**config.mk**
```make
export PLATFORM = sky130hd
export DESIGN_NAME = iter_alu
export DESIGN_NICKNAME = d
export VERILOG_FILES = /design/src/rtl/alu_pkg.sv /design/src/rtl/alu_muldiv_core.sv /design/src/rtl/iter_alu.sv
export SDC_FILE = /design/constraint.sdc
export NUM_CORES = 1
export LEC_CHECK = 0
export CORE_MARGIN = 4
export CORE_UTILIZATION = 55
export CTS_BUF_LIST = sky130_fd_sc_hd__clkbuf_4 sky130_fd_sc_hd__clkbuf_8 sky130_fd_sc_hd__clkbuf_16
export DETAILED_ROUTE_END_ITERATION = 12
export PLACE_DENSITY_LB_ADDON = 0.12
export SLEW_MARGIN = 20
export SYNTH_ARGS = -nofsm -noshare
export SYNTH_HDL_FRONTEND = slang
export SYNTH_SLANG_ARGS = --single-unit
```
**constraint.sdc**
```tcl
create_clock -name clk -period 6.2 [get_ports clk]
set_input_delay 1.24 -clock clk [delete_from_list [all_inputs] [get_ports clk]]
set_output_delay 1.24 -clock clk [all_outputs]
set_load 0.005 [all_outputs]
```
**src/rtl/alu_pkg.sv**
```systemverilog
// Shared definitions for iter_alu: opcode encodings and the control FSM states.
package alu_pkg;

    localparam logic [2:0] OP_ADD  = 3'b000;
    localparam logic [2:0] OP_SUB  = 3'b001;
    localparam logic [2:0] OP_AND  = 3'b010;
    localparam logic [2:0] OP_OR   = 3'b011;
    localparam logic [2:0] OP_SLT  = 3'b100;
    localparam logic [2:0] OP_SLTU = 3'b101;
    localparam logic [2:0] OP_MULU = 3'b110;
    localparam logic [2:0] OP_DIVU = 3'b111;

    typedef enum logic [1:0] {
        IDLE = 2'd0,
        RUN  = 2'd1,
        FIN  = 2'd2
    } state_e;

endpackage

```
**src/rtl/alu_muldiv_core.sv**
```systemverilog
// Shared shift/accumulate datapath: shift-add multiply or restoring divide, one bit per step.
module alu_muldiv_core #(
    parameter int WIDTH = 32
) (
    input  logic             clk,
    input  logic             rst,
    input  logic             load,
    input  logic             step,
    input  logic             is_div,
    input  logic [WIDTH-1:0] a,
    input  logic [WIDTH-1:0] b,
    output logic [WIDTH-1:0] quo_nxt,
    output logic [WIDTH-1:0] rem_nxt
);

    logic             div_q, div_d;
    logic [WIDTH-1:0] quo_q, quo_d;
    logic [WIDTH-1:0] rem_q, rem_d;
    logic [WIDTH-1:0] opnd_q, opnd_d;
    logic [WIDTH:0]   sum, shifted, diff;

    // Multiply: {rem,quo} is the product register, quo starts as the multiplier.
    // Divide: quo starts as the dividend and fills with quotient bits from the right.
    always_comb begin
        sum     = {1'b0, rem_q} + (quo_q[0] ? {1'b0, opnd_q} : '0);
        shifted = {rem_q, quo_q[WIDTH-1]};
        diff    = shifted - {1'b0, opnd_q};
        if (div_q) begin
            quo_nxt = {quo_q[WIDTH-2:0], ~diff[WIDTH]};
            rem_nxt = diff[WIDTH] ? shifted[WIDTH-1:0] : diff[WIDTH-1:0];
        end else begin
            quo_nxt = {sum[0], quo_q[WIDTH-1:1]};
            rem_nxt = sum[WIDTH:1];
        end
    end

    always_comb begin
        div_d  = div_q;
        quo_d  = quo_q;
        rem_d  = rem_q;
        opnd_d = opnd_q;
        if (load) begin
            div_d  = is_div;
            rem_d  = '0;
            quo_d  = is_div ? a : b;
            opnd_d = is_div ? b : a;
        end else if (step) begin
            quo_d = quo_nxt;
            rem_d = rem_nxt;
        end
    end

    always_ff @(posedge clk or posedge rst) begin
        if (rst) begin
            div_q  <= 1'b0;
            quo_q  <= '0;
            rem_q  <= '0;
            opnd_q <= '0;
        end else begin
            div_q  <= div_d;
            quo_q  <= quo_d;
            rem_q  <= rem_d;
            opnd_q <= opnd_d;
        end
    end

endmodule

```
**src/rtl/iter_alu.sv**
```systemverilog
// Iterative ALU: single-cycle logic/arith ops plus WIDTH-cycle unsigned multiply and divide.
module iter_alu
    import alu_pkg::*;
#(
    parameter int WIDTH         = 32,
    parameter bit FAST_ZERO_DIV = 1'b1
) (
    input  logic             clk,
    input  logic             rst,
    input  logic             start,
    input  logic [2:0]       op,
    input  logic [WIDTH-1:0] a,
    input  logic [WIDTH-1:0] b,
    output logic             busy,
    output logic             done,
    output logic [WIDTH-1:0] result,
    output logic [WIDTH-1:0] hi,
    output logic             zero
);

    localparam int             CW      = $clog2(WIDTH + 1);
    localparam logic [CW-1:0]  CNT_END = CW'(WIDTH);

    state_e           state_q, state_d;
    logic [CW-1:0]    cnt_q, cnt_d;
    logic [WIDTH-1:0] result_q, result_d;
    logic [WIDTH-1:0] hi_q, hi_d;
    logic             zero_q, zero_d;
    logic             core_load, core_step;
    logic [WIDTH-1:0] core_quo, core_rem;
    logic [WIDTH-1:0] alu_res;

    always_comb begin
        alu_res = '0;
        case (op)
            OP_ADD:  alu_res = a + b;
            OP_SUB:  alu_res = a - b;
            OP_AND:  alu_res = a & b;
            OP_OR:   alu_res = a | b;
            OP_SLT:  alu_res = {{(WIDTH-1){1'b0}}, ($signed(a) < $signed(b))};
            OP_SLTU: alu_res = {{(WIDTH-1){1'b0}}, (a < b)};
            default: alu_res = '0;
        endcase
    end

    always_comb begin
        state_d   = state_q;
        cnt_d     = cnt_q;
        result_d  = result_q;
        hi_d      = hi_q;
        core_load = 1'b0;
        core_step = 1'b0;
        case (state_q)
            RUN: begin
                core_step = 1'b1;
                cnt_d     = cnt_q + 1'b1;
                // Capture the post-step value so results land on the edge entering FIN.
                if (cnt_d == CNT_END) begin
                    state_d  = FIN;
                    result_d = core_quo;
                    hi_d     = core_rem;
                end
            end
            default: begin
                if (state_q == FIN) state_d = IDLE;
                if (start) begin
                    if (op == OP_MULU || (op == OP_DIVU && !(FAST_ZERO_DIV && b == '0))) begin
                        state_d   = RUN;
                        cnt_d     = '0;
                        core_load = 1'b1;
                    end else if (op == OP_DIVU) begin
                        state_d  = FIN;
                        result_d = '1;
                        hi_d     = a;
                    end else begin
                        state_d  = FIN;
                        result_d = alu_res;
                        hi_d     = '0;
                    end
                end
            end
        endcase
        zero_d = (result_d == '0);
    end

    always_ff @(posedge clk or posedge rst) begin
        if (rst) begin
            state_q  <= IDLE;
            cnt_q    <= '0;
            result_q <= '0;
            hi_q     <= '0;
            zero_q   <= 1'b1;
        end else begin
            state_q  <= state_d;
            cnt_q    <= cnt_d;
            result_q <= result_d;
            hi_q     <= hi_d;
            zero_q   <= zero_d;
        end
    end

    alu_muldiv_core #(.WIDTH(WIDTH)) u_core (
        .clk     (clk),
        .rst     (rst),
        .load    (core_load),
        .step    (core_step),
        .is_div  (op == OP_DIVU),
        .a       (a),
        .b       (b),
        .quo_nxt (core_quo),
        .rem_nxt (core_rem)
    );

    assign busy   = (state_q == RUN);
    assign done   = (state_q == FIN);
    assign result = result_q;
    assign hi     = hi_q;
    assign zero   = zero_q;

endmodule

```
==> results.toml <==
[floorplanning]
fp.dieH_um = 185
num_rows = 64
die_w_um = 185
ios = 137
initial_utilization = 0.559
core-area_mm2 = 0.0307
die_area_mm2 = 0.0342

[global_routing]
grt_antenna_before_repair = 0
grt_first_pass_wirelength_mm = 103
grt_pass1_vias = 17300
grt_overflow = 0
grt_max_degree = 73
grt_usage = 0.387

[yosys]
synth_area_mm2 = 0.0172
ys_types = 85
avgSynthCellArea_um2 = 7.84
syn-num-nets = 2437
async_flop_share = 1.00
netlist_instances = 2194
synth_top_flop_cell = "dfrtp_1"
ys_seq_elements = 170
ys_warn_count = 0
synth_edf_count = 0
synth-seq-area-share = 0.248

[sta]
max_freq_mhz = 191
fin_crit_ps = 5230
rsz0062_at_grt = "no"
skew_ps = 16.1
slew_violations = 0
relSlewSlack = 0.261
worstMarginPinSlew_ps = 1100
final-hold-violation-count = 0
report.final.setup_viol = 0
whs_ps = 477
period_share = 0.844
setup_tns_ps = 0

[layout]
register_area_mm2 = 0.00426
n_antenna_cell = 0
area_growth_pct = 13.9
multi_input_comb_area_mm2 = 0.0119
layout.nets = 2514
layout_common_cells = "224 x a21oi_1, 169 x ha_1, 167 x dfrtp_1"
fill_cells = 2749
drive_gt1_frac = 0.0539
layout_commonest_cell = "a21oi_1"

[clock_tree]
insertion_delay_ps = 450
numCtsBuffers = 17
clkSinkCount = 170
ctsHoldBuffers = 0
cts.clk_slew.worst_paths_ps = 80
clockBufferDepth = 2
cts_root_buffer = "clkbuf_16"
cts_max_level = 4
cts_setup_buffers = 0
cts_tree = "yes"
ctsResizeCount = 0

[detailed_routing]
wl_mm = 67.8
first_pass_iters = 6
wl_per_cell_um = 25.3
vias = 18300
drt_iter0_drc = 2223
remaining_drc_errors = 0
vias_per_cell = 6.81
final_antenna_net_count = 0

[pwr]
powerDensity_mw_per_mm2 = 399
peakVddDrop_v = 0.000239
p_leak_nw = 8.71

[critical_path]
path_class = "reg -> reg"
startpoint_type = "flip-flop"
cpMaxStageDelayCell = "a211oi_1"
crit_path_end_kind = "flip-flop"
cp.arrival_ps = 5610
worstRegToRegCells = 17
critical_path.max_fanout = 11
required_ps = 6570
slowest_delay_ps = 800
worstPathCellList = "inv_1 > ha_1 > inv_1 > fa_1 > a211oi_1 > o21a_1 > nor3_1 > o211ai_1 > a41oi_1 > nand2_1 > mux2i_1 > buf_4 > a211oi_4 > mux2i_1 > a211oi_1 > a21oi_1 > o21ai_1"

[place]
routabilityCongestion = 1.02
port_buffers = 136
hpwl_mm = 51.5

[flow_run]
drv_cap = 0

[hold_path]
hp-class = "reg -> reg"
holdPathStages = 2

[outcome]
status = "complete, no violations"
==> cells in the mapped netlist (9+ instances only) <==
cell type	n	share of area
nor2b_1	26	0.0095
nand2b_1	23	0.0084
o22a_1	11	0.0056
inv_1	147	0.032
a21oi_1	224	0.065
o22ai_1	10	0.0036
o21a_1	12	0.0052
or3_1	16	0.0058
nor3_1	47	0.014
a221oi_1	19	0.0097
and2_1	46	0.017
nand4_1	15	0.0055
a22oi_1	17	0.0074
o211ai_1	72	0.031
nand3_1	32	0.0093
and3_1	21	0.0076
a21o_1	59	0.026
xor2_1	27	0.014
dfrtp_1	169	0.25
clkbuf_1	95	0.021
xnor2_1	49	0.025
a211oi_1	77	0.034
o21bai_1	21	0.0092
nor4_1	14	0.0051
buf_1	9	0.0020
a31oi_1	25	0.0091
o21ai_0	160	0.047
o31ai_1	22	0.0096
buf_2	21	0.0061
mux2i_1	54	0.031
nor2_1	169	0.037
ha_1	169	0.12
nand2_1	161	0.035
==> kinds of logic after synthesis <==
family	Yosys count	share of synthesized area
AO/OA/AOI/OAI	829	0.317
XOR/XNOR	76	0.0387
adder cells (fa/ha/maj)	173	0.128
buffers and inverters	279	0.0636
flip-flops	170	0.248
multiplexers	56	0.0327
AND/OR/NAND/NOR	611	0.173
==> path summary, 6_finish.rpt <==
check	endpoint	slack [ps]	from
worst max register to register	hi[10]	970	u_core.quo_q[31]
min in group asynchronous	hi[7]	1280	rst
worst max-delay path	hi[10]	970	u_core.quo_q[31]
max in group asynchronous	u_core.quo_q[25]	3700	rst
worst min-delay path	hi[12]	480	hi[12]
worst min register to register	hi[12]	480	hi[12]
==> registers in the layout (all words and copies together), names as in the netlist <==
signal and flops:
u_core.div_q 1, u_core.quo_q 32, hi 32, cnt_q 6, u_core.opnd_q 32, state_q 2
result 32, u_core.rem_q 32, zero 1
==> stage by stage <==
step	instances	power (mW)	worst slack [ps]	area, um2	util
final	2680	7.81	965	19600	0.637
after CTS	2680	7.68	1060	19600	0.637
after detailed placement	2648	6.48	602	19000	0.617
after global placement	2648	6.37	646	19000	0.617
after global routing	2680	8.31	722	19600	0.637
after floorplan	2194	4.96	358	17200	-
==> metal layers <==
layer | track usage | routed length [um] | vias up | part of all wire
met5 | 0 | 0 | - | 0
met4 | 0.150 | 2940 | 0 | 0.043
met3 | 0.107 | 8490 | 181 | 0.13
met2 | 0.578 | 29100 | 1177 | 0.43
met1 | 0.536 | 27300 | 8718 | 0.40
li1 | - | - | 8183 | -
==> area by class of cell <==
type | count | area share
Clock buffer | 23 | 0.0250
Clock inverter | 9 | 0.00690
Inverter | 149 | 0.0288
Multi-Input combinational cell | 1745 | 0.607
Sequential cell | 170 | 0.218
Tap cell | 396 | 0.0253
Timing Repair Buffer | 188 | 0.0898
==> power breakdown <==
group	switching, mW	internal (mW)
logic	2.64	1.97
clock network	0.494	0.684
registers	0.491	1.54
total	3.62	4.19
==> critical path, delay by kind of cell, from the launching register on <==
kind / cells / cell delay, ps
AND/OR/NAND/NOR: 2 / 550
AO/OA/AOI/OAI: 8 / 3030
flip-flops: 1 / 470
adder cells (fa/ha/maj): 2 / 440
buffers and inverters: 3 / 340
multiplexers: 2 / 330
Power figures use the tool's default switching activity.
